<file path="src/rtl/compare_sequencer_if.sv">
// compare_sequencer_if: switch, comparator-flag and status bundle between the sequencer and its board/datapath
interface compare_sequencer_if;
  logic [9:0] SW;
  logic       CMP_GT;
  logic       CMP_LT;
  logic       CMP_EQ;
  logic [3:0] OPA;
  logic [3:0] OPB;
  logic [1:0] MODE;
  logic [9:0] LEDR;
  logic [1:0] STATE;
  logic [7:0] CNT;
  modport master(input SW, CMP_GT, CMP_LT, CMP_EQ, output OPA, OPB, MODE, LEDR, STATE, CNT);
  modport slave(output SW, CMP_GT, CMP_LT, CMP_EQ, input OPA, OPB, MODE, LEDR, STATE, CNT);
endinterface

</file>
<file path="src/rtl/compare_sequencer.sv">
// compare_sequencer: debounced step button walks operand A / operand B capture, one-clock settle,
// then latches comparator flags onto the LEDs and holds them for a timed display window.
module compare_sequencer #(
  parameter int DEBOUNCE_CYCLES = 500000,
  parameter int SHOW_CYCLES     = 150000000
) (
  input  logic MAX10_CLK1_50,
  input  logic RST_N,
  input  logic STEP_N,
  compare_sequencer_if.master bus
);
  localparam logic [1:0] IDLE   = 2'd0;
  localparam logic [1:0] WAIT_B = 2'd1;
  localparam logic [1:0] EVAL   = 2'd2;
  localparam logic [1:0] SHOW   = 2'd3;
  localparam int DW = $clog2(DEBOUNCE_CYCLES + 1);
  localparam int TW = $clog2(SHOW_CYCLES + 1);
  localparam logic [DW-1:0] DMAX = DW'(DEBOUNCE_CYCLES - 1);
  localparam logic [TW-1:0] TMAX = TW'(SHOW_CYCLES - 1);
  logic          s1, s2, db, db_d, armed;
  logic [1:0]    v;
  logic [DW-1:0] dcnt;
  logic [TW-1:0] tmr;
  logic [1:0]    state;
  logic [3:0]    opa, opb;
  logic [1:0]    mode;
  logic [2:0]    res;
  logic          err;
  logic [7:0]    cnt;
  logic [2:0]    flags;
  logic          press, ok, timeout;
  logic          unused_sw;
  assign unused_sw = &{1'b0, bus.SW[7:4]};
  assign flags     = {bus.CMP_GT, bus.CMP_LT, bus.CMP_EQ};
  assign ok        = $onehot(flags);
  assign timeout   = tmr == TMAX;
  // armed stays low until a real high level is seen, so a press held through reset never fires
  assign press     = armed & db_d & ~db;
  always_ff @(posedge MAX10_CLK1_50 or negedge RST_N)
    if (!RST_N) begin
      s1    <= 1'b1;
      s2    <= 1'b1;
      v     <= 2'b00;
      db    <= 1'b1;
      db_d  <= 1'b1;
      dcnt  <= '0;
      armed <= 1'b0;
    end else begin
      s1    <= STEP_N;
      s2    <= s1;
      v     <= {v[0], 1'b1};
      db_d  <= db;
      armed <= armed | (v[1] & s2 & db);
      if (s2 == db) dcnt <= '0;
      else if (dcnt == DMAX) begin
        db   <= s2;
        dcnt <= '0;
      end else dcnt <= dcnt + 1'b1;
    end
  always_ff @(posedge MAX10_CLK1_50 or negedge RST_N)
    if (!RST_N) begin
      state <= IDLE;
      opa   <= '0;
      opb   <= '0;
      mode  <= '0;
      res   <= '0;
      err   <= 1'b0;
      cnt   <= '0;
      tmr   <= '0;
    end else
      case (state)
        IDLE: if (press) begin
          opa   <= bus.SW[3:0];
          mode  <= bus.SW[9:8];
          state <= WAIT_B;
        end
        WAIT_B: if (press) begin
          opb   <= bus.SW[3:0];
          state <= EVAL;
        end
        EVAL: begin
          res   <= flags;
          err   <= ~ok;
          cnt   <= cnt + {7'd0, ok};
          tmr   <= '0;
          state <= SHOW;
        end
        default: if (press || timeout) begin
          res   <= '0;
          err   <= 1'b0;
          state <= IDLE;
        end else tmr <= tmr + 1'b1;
      endcase
  assign bus.OPA   = opa;
  assign bus.OPB   = opb;
  assign bus.MODE  = mode;
  assign bus.STATE = state;
  assign bus.CNT   = cnt;
  assign bus.LEDR  = {mode, 4'b0001 << state, err, res};
endmodule

</file>
<file path="src/flat_wrapper.sv">
// flat-port wrapper written by rule: the top's interface ports become plain ports
module compare_sequencer_flat 
#(
  parameter int DEBOUNCE_CYCLES = 500000,
  parameter int SHOW_CYCLES     = 150000000
)
  (MAX10_CLK1_50, RST_N, STEP_N, bus_SW, bus_CMP_GT, bus_CMP_LT, bus_CMP_EQ, bus_OPA, bus_OPB, bus_MODE, bus_LEDR, bus_STATE, bus_CNT);
  compare_sequencer_if bus_i ();
  input  logic MAX10_CLK1_50;
  input  logic RST_N;
  input  logic STEP_N;
  input wire logic [$bits(bus_i.SW)-1:0] bus_SW;
  input wire logic [$bits(bus_i.CMP_GT)-1:0] bus_CMP_GT;
  input wire logic [$bits(bus_i.CMP_LT)-1:0] bus_CMP_LT;
  input wire logic [$bits(bus_i.CMP_EQ)-1:0] bus_CMP_EQ;
  output wire logic [$bits(bus_i.OPA)-1:0] bus_OPA;
  output wire logic [$bits(bus_i.OPB)-1:0] bus_OPB;
  output wire logic [$bits(bus_i.MODE)-1:0] bus_MODE;
  output wire logic [$bits(bus_i.LEDR)-1:0] bus_LEDR;
  output wire logic [$bits(bus_i.STATE)-1:0] bus_STATE;
  output wire logic [$bits(bus_i.CNT)-1:0] bus_CNT;
  assign bus_i.SW = bus_SW;
  assign bus_i.CMP_GT = bus_CMP_GT;
  assign bus_i.CMP_LT = bus_CMP_LT;
  assign bus_i.CMP_EQ = bus_CMP_EQ;
  assign bus_OPA = bus_i.OPA;
  assign bus_OPB = bus_i.OPB;
  assign bus_MODE = bus_i.MODE;
  assign bus_LEDR = bus_i.LEDR;
  assign bus_STATE = bus_i.STATE;
  assign bus_CNT = bus_i.CNT;
  compare_sequencer #(.DEBOUNCE_CYCLES(DEBOUNCE_CYCLES), .SHOW_CYCLES(SHOW_CYCLES)) u_core (.MAX10_CLK1_50(MAX10_CLK1_50), .RST_N(RST_N), .STEP_N(STEP_N), .bus(bus_i));
endmodule
</file>
<file path="config.mk">
export PLATFORM = sky130hd
export DESIGN_NAME = compare_sequencer_flat
export DESIGN_NICKNAME = d
export VERILOG_FILES = /design/src/rtl/compare_sequencer_if.sv /design/src/rtl/compare_sequencer.sv /design/src/flat_wrapper.sv
export SDC_FILE = /design/constraint.sdc
export NUM_CORES = 1
export LEC_CHECK = 0
export CELL_PAD_IN_SITES_DETAIL_PLACEMENT = 2
export CELL_PAD_IN_SITES_GLOBAL_PLACEMENT = 2
export CORE_MARGIN = 2
export CORE_UTILIZATION = 39
export DETAILED_ROUTE_END_ITERATION = 7
export PLACE_DENSITY = 0.93
export SKIP_LAST_GASP = 1
export SLEW_MARGIN = 20
export SYNTH_ARGS = -nofsm -noshare
export SYNTH_HDL_FRONTEND = slang
export SYNTH_SLANG_ARGS = --single-unit
</file>
<file path="constraint.sdc">
create_clock -name MAX10_CLK1_50 -period 2.91 [get_ports MAX10_CLK1_50]
set_input_delay 0.582 -clock MAX10_CLK1_50 [delete_from_list [all_inputs] [get_ports MAX10_CLK1_50]]
set_output_delay 0.582 -clock MAX10_CLK1_50 [all_outputs]
set_load 0.01 [all_outputs]
</file>
== Word-level counts from Yosys, hierarchy flattened ==
Cells that the tools add are included.

* Shift operators: 1
* Multiplexer cells: 12
* Equality and inequality tests: 9
* Add/subtract/negate cells: 5
* Reduce and logical (&&, ||, !) cells: 11
* Bitwise logic cells: 9

{| class="wikitable"
|+ Operator list
! kind !! number
|-
| case mux 28 bit (2 select lines) || 1
|-
| 2-to-1 mux 19 bit || 2
|-
| adder 28 x 1 -> 28 bit (second input constant) || 1
|-
| == test 28 bit (second input constant) || 1
|-
| 2-to-1 mux 28 bit || 1
|-
| adder 19 x 1 -> 19 bit (second input constant) || 1
|-
| == test 19 bit (second input constant) || 1
|-
| AND reduction 2 bit || 5
|-
| adder 8 x 1 -> 8 bit || 1
|-
| 2-to-1 mux 2 bit || 3
|-
| case mux 2 bit (3 select lines) || 1
|-
| case mux 3 bit (2 select lines) || 1
|-
| AND 1 bit || 4
|-
| == test 2 x 1 -> 1 bit (second input constant) || 2
|-
| != test 2 x 1 -> 1 bit (second input constant) || 2
|-
| inverter 1 bit || 4
|-
| nonzero test 4 bit || 1
|-
| << shifter 1 x 2 -> 4 bit (first input constant) || 1
|-
| 2-to-1 mux 3 bit || 1
|-
| AND reduction 3 bit || 1
|-
| adder 1 x 1 -> 2 bit || 1
|-
| adder 2 x 1 -> 2 bit || 1
|-
| == test 2 bit (second input constant) || 1
|-
| zero test 2 bit || 1
|-
| 8 further kinds || 8
|}

* Input port bits: 16
* Bits in registers: 78
* Logic and storage cells: 62
* Output and inout port bits: 30

== Logic depth before layout (Yosys ltp) ==
Gate-level depths: netlist of run 1.

* Word-level depth: 5
* Gate-level depth with buffers: 8
* Mapped depth without buffers: 7

== Worst setup path before layout of run 1 ==
No wires, ideal clock.

* Path kind: register to register
* Start point: reg u_core.state[0], in the netlist u_core.bus.STATE[0]
* End point: reg u_core.tmr[17]
* Clock period less this slack: 2.085 ns
* Required time: 2.794 ns
* Path buffers: 2
* Arrival time: 1.969 ns
* Stages on the path, launching flop included: 9
* Library setup time: 0.116 ns
* Path slack: 0.825 ns
* Cell sequence: dfrtp_1 inv_1 ha_1 or2_2 clkbuf_1 nor2_1 clkbuf_1 nand4_1 o311ai_0

* Word-level cells in the longest chain between the ends: 4
* Elaborated cells between the ends (all ways): 8
* Classes of those cells: 3 x eq/ne; 1 x mux; 1 x bitwise; 3 x reduce/logical

{| class="wikitable"
|+ RTL lines
! element !! line !! source
|-
| from (decl) || compare_sequencer.sv:24 || <nowiki>logic [1:0] state;</nowiki>
|-
| from (signal assigned) || compare_sequencer.sv:62 || <nowiki>state <= IDLE;</nowiki>
|-
| from (signal assigned) || compare_sequencer.sv:75 || <nowiki>state <= WAIT_B;</nowiki>
|-
| from (signal assigned) || compare_sequencer.sv:79 || <nowiki>state <= EVAL;</nowiki>
|-
| == test 2 x 1 -> 1 bit or zero test 2 bit (tied branches) || compare_sequencer.sv:71 || <nowiki>case (state)</nowiki>
|-
| OR reduction 2 bit (no source line) || -- ||
|-
| inverter 1 bit (no source line) || -- ||
|-
| AND reduction 2 bit (no source line) || -- ||
|-
| to (signal assigned) || compare_sequencer.sv:92 || <nowiki>end else tmr <= tmr + 1'b1;</nowiki>
|-
| to (decl) || compare_sequencer.sv:23 || <nowiki>logic [TW-1:0] tmr;</nowiki>
|}

Parallel ways exist; a longest one is shown, timed or not.
A chain may end at the register's enable or synchronous reset.

== Worst setup path after layout of run 1 ==
* Start point: reg u_core.state[0], in the netlist u_core.bus.STATE[0]
* End point: out bus_LEDR[6]

* Word-level cells in the longest chain between the ends: 1

{| class="wikitable"
|+ RTL lines
! element !! line !! source
|-
| << shifter 1 x 2 -> 4 bit || compare_sequencer.sv:99 || <nowiki>assign bus.LEDR = {mode, 4'b0001 << state, err, res};</nowiki>
|-
| to (decl) || flat_wrapper.sv:19 || <nowiki>output wire logic [$bits(bus_i.LEDR)-1:0] bus_LEDR;</nowiki>
|}

No other way between the ends.

==> results of run 1 <==
-- cell families after synthesis --
| group | Yosys count |
|---|---|
| muxes | 17 |
| buffers and inverters | 38 |
| and+or+nand+nor | 179 |
| adders and majority gates | 9 |
| xor gates and xnor gates | 24 |
| AOI/OAI and AO/OA | 61 |
| DFF | 78 |
| other | 1 |
-- where the power goes --
group          internal [W]  total (W)  switching [W]
clock network      0.000424   0.000860       0.000435
registers           0.00110    0.00111      0.0000110
logic             0.0000433  0.0000931      0.0000498
total               0.00157    0.00206       0.000496
-- per-layer routing --
| metal | part of all wire | global-route usage | vias up | wire length [um] |
|---|---|---|---|---|
| li1 | - | - | 1575 | - |
| met5 | 0 | 0 | - | 0 |
| met1 | 0.40 | 0.277 | 1849 | 5260 |
| met4 | 0.018 | 0.0779 | 0 | 241 |
| met3 | 0.026 | 0.0486 | 16 | 347 |
| met2 | 0.56 | 0.478 | 75 | 7430 |
-- worst max-delay path, stage by stage (launching register included) --
cell and delay [ps]:
dfrtp_1 460, inv_1 120, ha_1 400, clkdlybuf4s50_1 620
-- how the worst min path moves through the flow --
| stage | slack, ps | depth (start not counted) | endpoint | startpoint |
|---|---|---|---|---|
| after floorplan | 290 | 0 | u_core.armed | RST_N |
| after global placement | 340 | 0 | u_core.v[1] | u_core.v[0] |
| after detailed placement | 340 | 0 | u_core.v[1] | u_core.v[0] |
| after CTS | 370 | 0 | u_core.s2 | u_core.s1 |
| after global routing | 300 | 1 | u_core.tmr[27] | RST_N |
| final | 250 | 1 | u_core.bus.STATE[0] | RST_N |
-- area by class of cell --
| class | count | area, um2 | area share |
|---|---|---|---|
| Clock buffer | 10 | 138 | 0.0282 |
| Clock inverter | 6 | 67.6 | 0.0138 |
| Sequential cell | 78 | 1960 | 0.401 |
| Multi-Input combinational cell | 291 | 1990 | 0.407 |
| Inverter | 17 | 63.8 | 0.0131 |
| Antenna cell | 1 | 2.50 | 0.000513 |
| Tap cell | 136 | 170 | 0.0349 |
| Timing Repair Buffer | 52 | 494 | 0.101 |
-- synth_stat cells (4+ instances only) --
cell type | number | share of area
a31oi_1 | 4 | 0.0061
nand3_1 | 22 | 0.027
dfrtp_1 | 74 | 0.45
inv_1 | 17 | 0.016
dfstp_2 | 4 | 0.026
xnor2_1 | 17 | 0.036
nor3_1 | 11 | 0.013
xor2_1 | 7 | 0.015
and3_1 | 14 | 0.021
clkbuf_1 | 10 | 0.0091
buf_4 | 4 | 0.0073
nand4_1 | 24 | 0.036
and4_1 | 11 | 0.023
nand2_1 | 25 | 0.023
a22o_1 | 4 | 0.0085
nor2_1 | 40 | 0.036
buf_2 | 6 | 0.0073
ha_1 | 8 | 0.024
o211ai_1 | 13 | 0.024
nor4b_1 | 6 | 0.013
a21oi_1 | 10 | 0.012
o21ai_0 | 7 | 0.0085
nor4_1 | 6 | 0.0091
a211o_1 | 6 | 0.013
mux2_2 | 14 | 0.038
-- metrics by stage --
step | hold slack (ps) | util
detailed placement | 341 | 0.454
floorplan | 286 | -
CTS | 367 | 0.474
global placement | 336 | 0.454
global route | 301 | 0.475
finish | 251 | 0.475
-- flip-flops by register name (all words and copies together), names as in the netlist --
register,flops
u_core.armed,1
u_core.bus.CNT,8
u_core.bus.MODE,2
u_core.bus.OPA,4
u_core.bus.OPB,4
u_core.bus.STATE,2
u_core.db,1
u_core.db_d,1
u_core.dcnt,19
u_core.err,1
u_core.res,3
u_core.s1,1
u_core.s2,1
u_core.tmr,28
u_core.v,2
==> metrics.md, run 1 <==
| Metric | Value |
|---|---|
| Clock tree sinks | `78` |
| Synth Area in Compound Gates | `0.108` |
| PostCTS Resize Cnt | `0` |
| Sequential share of the synthesized area | `0.476` |
| Adder-cell area share of the yosys netlist | `0.0292` |
| XOR/XNOR Fraction of Synth Area | `0.0511` |
| Placer Congestion | `0.831` |
| DR iter-0 viols | `116` |
| Power density cells | `422 nW/um2` |
| Hold Path Class | `in2async` |
| FF-to-FF Start | `u_core.tmr[0]` |
| CTS tree | `yes` |
| DP Cell Count | `574` |
| Lkg Pwr | `2.08 nW` |
| Status | `finished clean` |
| Worst-Skew Late Latency | `370 ps` |
| Commonest non-fill, non-tap cell in the layout | `dfrtp_1` |
| Die height | `107 um` |
| Largest fanout on the critical path | `8` |
| Fin crit period | `2550 ps` |
| Final Instance Area | `4880 um2` |
| Max-slew headroom | `0.443` |
| Final net count | `474` |
| Clock skew | `17.2 ps` |
| Routed Antenna Nets | `0` |
| Fmax | `393 MHz` |
| Rows | `37` |
| Synth warn | `0` |
| I/O pins | `46` |
| Layout cells sized above 1 | `0.130` |
| Final setup viols | `0` |
| Pre-CTS setup slack | `166 ps` |
| Critical path class | `reg2out` |
| RSZ-0062 raised after global routing | `false` |
| Overall Power | `0.00206 W` |
| Most used DFF post-synth | `dfrtp_1` |
| Starting Density | `0.400` |
| Synthesized netlist cell count | `407` |
| Initial antenna violation count | `1` |
| Crit share post-route | `0.875` |
| CP Launch Type | `register` |
| Detailed-route wire length per cell | `22.5 um` |
| Post-CTS Setup Bufs | `0` |
| CP Launch Point | `u_core.bus.STATE[0]` |
| Slew Viols, Final | `0` |
| Largest family of logic cells by synthesized area | `simple AND/OR/NAND/NOR gates` |
| First-pass GRT wire length | `22000 um` |
| Hold_buf cts | `0` |
| Avg Inst Size Synth | `10.1 um2` |
| Req. time, crit path | `2330 ps` |
| Final wirelength | `13300 um` |
| DR vias | `3515` |
| Max-cap violations | `0` |
| Crit end category | `primary output` |
| Layout fillers | `1085` |
| Arr. time, crit path | `1960 ps` |
| Flop2flop setup slack | `440 ps` |
| Worst setup margin | `364 ps` |
| Post-synth EDFFs | `0` |
| Vias in the first global route | `4078` |
| Multiplexer share of the synthesized area | `0.0456` |
| Sum Neg Setup Slack | `0 ps` |
| Final Hold Viols | `0` |
| Most frequent cells in the layout | `74 x dfrtp_1, 40 x nor2_1, 40 x clkdlybuf4s50_1, 25 x nand2_1, 24 x nand4_1` |
| Crit path to | `bus_LEDR[6]` |
| Syn nets | `432` |
| Largest net degree at the start of global routing | `79` |
| Inserted Clock Buffers | `9` |
| Reg2reg path depth | `8` |
| Vias per std cell | `5.95` |
| Max IR drop VDD | `250 uV` |
| Placed inst area | `4670 um2` |
| CTS Buffer Depth | `2` |
| Async SR Flop Fraction | `1.00` |
| GRT overflow | `0` |
| GRT Overall Usage | `0.250` |
| Post-route insts no fill | `591` |
| Clock slew at reported path FFs | `100 ps` |
| Synth Register Bits | `78` |
| Port Buffers | `41` |
| Die area | `11400 um2` |
| Post-DP HPWL | `8740 um` |
| Clk root buf | `clkbuf_8` |
| Simple-Gate Fraction of Synth Area | `0.247` |
| Slew @ Worst Pin | `836 ps` |
| Synth unique cells | `54` |
| # DRC | `0` |
| # H-tree levels | `3` |
| Synthesis-to-layout area growth | `18.6%` |
| Core Box Area | `10300 um2` |
| Die width | `107 um` |
| Synth Cell Area | `4120 um2` |
| Pre-antenna DRT Iters | `4` |
| Critical R2R Capture | `u_core.tmr[23]` |
No activity file was read; power rests on OpenSTA's default activity.
==> run 2: changes to the inputs <==
Settings changed: MAX_ROUTING_LAYER set to met4.
==> metrics.md, run 2 (same netlist as run 1, synthesis figures left out) <==
| Metric | Value |
|---|---|
| Status | `finished clean` |
| CTS tree | `yes` |
| Rows | `37 (unchanged)` |
| Synthesis-to-layout area growth | `18.6% (unchanged)` |
| Fmax | `392 MHz (-0.26%)` |
| Die width | `107 um (unchanged)` |
| Placer Congestion | `0.843 (+1.5%)` |
| Pre-antenna DRT Iters | `4 (unchanged)` |
| Clk root buf | `clkbuf_8` |
| Crit end category | `primary output` |
| Die height | `107 um (unchanged)` |
| Fin crit period | `2550 ps (+6.66 ps)` |
| Core Box Area | `10300 um2 (unchanged)` |
| Die area | `11400 um2 (unchanged)` |
| Hold Path Class | `in2async` |
| Final net count | `474 (unchanged)` |
| CTS Buffer Depth | `2 (unchanged)` |
| Overall Power | `0.00207 W (+0.27%)` |
| Commonest non-fill, non-tap cell in the layout | `dfrtp_1` |
| GRT Overall Usage | `0.258 (+0.00768)` |
| Initial antenna violation count | `1 (unchanged)` |
| Power density cells | `424 nW/um2 (+0.27%)` |
| Post-CTS Setup Bufs | `0 (unchanged)` |
| I/O pins | `46 (unchanged)` |
| Crit path largest cell delay | `620 ps (about the same)` |
| Layout cells sized above 1 | `0.130 (unchanged)` |
| Clock slew at reported path FFs | `100 ps (about the same)` |
| Starting Density | `0.400 (unchanged)` |
| Pre-CTS setup slack | `166 ps (unchanged)` |
| Sum Neg Setup Slack | `0 ps (unchanged)` |
| DR vias | `3513 (-0.057%)` |
| Flop2flop setup slack | `450 ps (about the same)` |
| Slew Viols, Final | `0 (unchanged)` |
| Crit-path cells | `inv_1 -> ha_1 -> clkdlybuf4s50_1` |
| Buf/Inv on CP | `2 (unchanged)` |
| # DRC | `0 (unchanged)` |
| First-pass GRT wire length | `22000 um (about the same)` |
| FF-to-FF Start | `u_core.tmr[0]` |
| # H-tree levels | `3 (unchanged)` |
| Hold_buf cts | `0 (unchanged)` |
| CP top delay family | `buffers and inverters` |
| Max-slew headroom | `0.435 (-0.00815)` |
| Clock tree sinks | `78 (unchanged)` |
| Routed Antenna Nets | `0 (unchanged)` |
| CP Launch Point | `u_core.bus.STATE[0]` |
| Largest Register | `u_core.tmr` |
| RSZ-0062 raised after global routing | `false` |
| Detailed-route wire length per cell | `22.5 um (about the same)` |
| PostCTS Resize Cnt | `0 (unchanged)` |
| Vias per std cell | `5.94 (about the same)` |
| Vias in the first global route | `4062 (-0.39%)` |
| Arr. time, crit path | `1970 ps (about the same)` |
| Port Buffers | `41 (unchanged)` |
| Hold_ws | `227 ps (-23.5 ps)` |
| Reg2reg path depth | `7 (-1)` |
| Clock skew | `17.9 ps (+0.735 ps)` |
| Inserted Clock Buffers | `9 (unchanged)` |
| Worst-Skew Late Latency | `370 ps (about the same)` |
| Final setup viols | `0 (unchanged)` |
| Crit share post-route | `0.877 (+0.00229)` |
| Critical R2R Capture | `u_core.tmr[10]` |
| Post-DP HPWL | `8740 um (unchanged)` |
| Max-cap violations | `0 (unchanged)` |
| CP Launch Type | `register` |
| Largest fanout on the critical path | `8 (unchanged)` |
| Slew @ Worst Pin | `848 ps (+12.2 ps)` |
| Most frequent cells in the layout | `74 x dfrtp_1, 40 x nor2_1, 40 x clkdlybuf4s50_1, 25 x nand2_1, 24 x nand4_1` |
| Critical path class | `reg2out` |
| Worst setup margin | `357 ps (-6.66 ps)` |
| Max IR drop VDD | `251 uV (+0.25%)` |
| Max reg flops | `28 (unchanged)` |
| Slowest CP cell | `clkdlybuf4s50_1` |
| Final Hold Viols | `0 (unchanged)` |
| GRT overflow | `0 (unchanged)` |
| Largest net degree at the start of global routing | `79 (unchanged)` |
| Final wirelength | `13300 um (about the same)` |
| Req. time, crit path | `2330 ps (about the same)` |
| Lkg Pwr | `2.08 nW (unchanged)` |
| DR iter-0 viols | `118 (+1.7%)` |
-- run 2: cell counts in the layout (fill, tap and decap cells not counted) --
Identical to the previous run, type by type.
-- run 2: area by class of cell --
cell class	instances	area, um2
Clock buffer	10	138
Timing Repair Buffer	52	494
Clock inverter	6	67.6
Antenna cell	1	2.50
Sequential cell	78	1960
Inverter	17	63.8
Fill cell	1085	5400
Tap cell	136	170
Multi-Input combinational cell	291	1990
-- run 2: report_power, final --
part           switching (W)  internal (W)  total [W]
combinational      0.0000496     0.0000433  0.0000928
clock               0.000441      0.000424   0.000865
sequential         0.0000110       0.00110    0.00111
total               0.000502       0.00157    0.00207
-- run 2: metrics by stage --
stage	instances	utilization	area [um2]
3_3_place_gp	574	0.454	4670
4_1_cts	590	0.474	4880
2_1_floorplan	407	-	4120
3_5_place_dp	574	0.454	4670
6_report	591	0.475	4880
5_1_grt	591	0.475	4880
-- run 2: routing by layer --
layer  part of all wire  global-route usage  vias up
met3              0.030              0.0401       15
met1               0.40               0.280     1843
met4              0.016              0.0918        0
met2               0.56               0.477       78
li1                   -                   -     1577
met5                  0                   -        -
-- run 2: worst max-delay path by stage --
stage                   endpoint  slack [ps]  cells past startpoint
2_1_floorplan     u_core.tmr[17]         830                      8
3_3_place_gp   u_core.bus.CNT[1]         280                      7
3_5_place_dp   u_core.bus.CNT[1]         170                      7
4_1_cts              bus_LEDR[6]         330                      3
5_1_grt              bus_LEDR[6]         280                      3
6_report             bus_LEDR[6]         360                      3
==> run 3: changes to the inputs <==
Settings changed: CORE_UTILIZATION 39 to 44, DONT_BUFFER_PORTS set to 1, PLACE_DENSITY 0.93 to 0.92, SLEW_MARGIN 20 to 5.
==> metrics.md, run 3 (same netlist as run 1, synthesis figures left out) <==
| Metric | Value |
|---|---|
| Sum Neg Setup Slack | `0 ps (unchanged)` |
| Synthesis-to-layout area growth | `7.54%` |
| Layout fillers | `972 (-10%)` |
| Port Buffers | `0 (-100%)` |
| Inserted Clock Buffers | `9 (unchanged)` |
| Hold Path Class | `in2async` |
| DR vias | `3337 (-5.0%)` |
| Clock skew | `15.9 ps (-1.94 ps)` |
| Die width | `101 um (-5.6%)` |
| Die height | `101 um (-5.6%)` |
| First-pass GRT wire length | `19900 um (-9.8%)` |
| M1 GR Usage | `0.299 (+0.0194)` |
| Max IR drop VDD | `233 uV (-7.2%)` |
| Max-slew headroom | `0.496 (+0.0615)` |
| CTS tree | `yes` |
| Critical path class | `reg2reg` |
| CTS Buffer Depth | `2 (unchanged)` |
| Power density cells | `435 nW/um2 (+2.6%)` |
| Die area | `10100 um2 (-11%)` |
| Initial antenna violation count | `0 (-1)` |
| Fin crit period | `2400 ps (-157 ps)` |
| Final net count | `433 (-8.6%)` |
| Reg2reg path depth | `5 (-2)` |
| Lkg Pwr | `1.93 nW (-7.4%)` |
| I/O pins | `46 (unchanged)` |
| Max reg flops | `28 (unchanged)` |
| Clock tree sinks | `78 (unchanged)` |
| Max-cap violations | `0 (unchanged)` |
| Req. time, crit path | `3110 ps (+780 ps)` |
| Core Box Area | `9150 um2 (-11%)` |
| Status | `finished clean` |
| Detailed-route wire length per cell | `22.9 um (+2.1%)` |
| Commonest non-fill, non-tap cell in the layout | `dfrtp_1` |
| # DRC | `0 (unchanged)` |
| GRT overflow | `0 (unchanged)` |
| DR iter-0 viols | `169 (+43%)` |
| Ant diodes | `0 (-1)` |
| Critical R2R Capture | `u_core.tmr[12]` |
| Crit share post-route | `0.823 (-0.0540)` |
| Worst-Skew Late Latency | `360 ps (about the same)` |
| Largest net degree at the start of global routing | `75 (-5.1%)` |
| Slew Viols, Final | `0 (unchanged)` |
| Vias in the first global route | `3763 (-7.4%)` |
| Layout cells sized above 1 | `0.140 (+0.0105)` |
| Final setup viols | `0 (unchanged)` |
| Post-DP HPWL | `8430 um (-3.6%)` |
| Fmax | `417 MHz (+6.6%)` |
| Placer Congestion | `0.820 (-2.8%)` |
| Rows | `35 (-5.4%)` |
| Flop2flop setup slack | `510 ps (+60 ps)` |
| Pre-antenna DRT Iters | `4 (unchanged)` |
| Final Instance Area | `4430 um2 (-9.4%)` |
| M3 GR Usage | `0.0402 (+0.000100)` |
| Slew @ Worst Pin | `756 ps (-92.2 ps)` |
| Final wirelength | `12000 um (-9.4%)` |
| Routed Antenna Nets | `0 (unchanged)` |
| Final Hold Viols | `0 (unchanged)` |
| Post-CTS Setup Bufs | `0 (unchanged)` |
| GR peak layer | `met2` |
| Crit end category | `register` |
| Largest Register | `u_core.tmr` |
| Vias per std cell | `6.37 (+7.1%)` |
| Arr. time, crit path | `2590 ps (+620 ps)` |
| CP Launch Type | `register` |
| Largest fanout on the critical path | `15 (+7)` |
| GRT Overall Usage | `0.262 (+0.00427)` |
| Clk root buf | `clkbuf_8` |
| # H-tree levels | `3 (unchanged)` |
| RSZ-0062 raised after global routing | `false` |
| Starting Density | `0.450 (+0.0492)` |
| Most frequent cells in the layout | `74 x dfrtp_1, 40 x nor2_1, 25 x nand2_1, 24 x nand4_1, 22 x nand3_1` |
| FF-to-FF Start | `u_core.bus.STATE[0]` |
| Placed inst area | `4220 um2 (-9.6%)` |
| M2 GR Usage | `0.463 (-0.0137)` |
| Clock slew at reported path FFs | `90 ps (about the same)` |
==> run 3: timing repair <==
| action | in CTS | in global routing |
|---|---|---|
| resized for setup | 0 | 0 |
| hold endpoints to repair | 74 | 0 |
| hold buffers | 1 | 0 |
==> run 3: cell type report <==
class / count / area [um2] / share of cell area
inverters: 17 / 63.8 / 0.0144
clock buffers: 10 / 138 / 0.0311
clock inverters: 6 / 36.3 / 0.00820
well taps: 111 / 139 / 0.0314
repair buffers: 11 / 103 / 0.0232
flip-flops and latches: 78 / 1960 / 0.442
multi-input cells: 291 / 1990 / 0.450
==> run 3: how the worst max path moves through the flow <==
stage	endpoint	start	slack, ps	cells after the start
final	u_core.tmr[12]	u_core.bus.STATE[0]	510	5
after global routing	u_core.tmr[25]	u_core.bus.STATE[0]	380	7
after CTS	u_core.tmr[12]	u_core.bus.STATE[0]	510	5
after detailed placement	u_core.tmr[6]	u_core.bus.STATE[0]	520	5
after global placement	u_core.tmr[0]	u_core.bus.STATE[0]	620	5
after floorplan	u_core.tmr[17]	u_core.bus.STATE[0]	830	8
==> run 3: through the flow <==
stage	setup slack [ps]	utilization	instances	power [W]	hold WS, ps
2_1_floorplan	825	-	407	0.00116	286
3_3_place_gp	621	0.462	507	0.00116	289
3_5_place_dp	516	0.462	507	0.00117	288
4_1_cts	505	0.484	524	0.00195	35.9
5_1_grt	378	0.484	524	0.00200	30.1
6_report	515	0.484	524	0.00192	47.7
==> run 3: per-layer routing <==
layer | routed length, um | part of all wire | up-vias
met4 | 274 | 0.023 | 0
met5 | 0 | 0 | -
met3 | 400 | 0.033 | 25
met1 | 4860 | 0.40 | 1734
met2 | 6480 | 0.54 | 87
li1 | - | - | 1491
==> run 3: power breakdown <==
part           internal (W)  switching, W
sequential          0.00110     0.0000168
clock              0.000330      0.000426
combinational     0.0000173     0.0000348
==> run 3: critical path, cell delays in order (launching register included) <==
cell	delay (ps)
dfrtp_1	510
inv_1	110
ha_1	310
or2_2	480
a21oi_1	640
o21ai_0	190
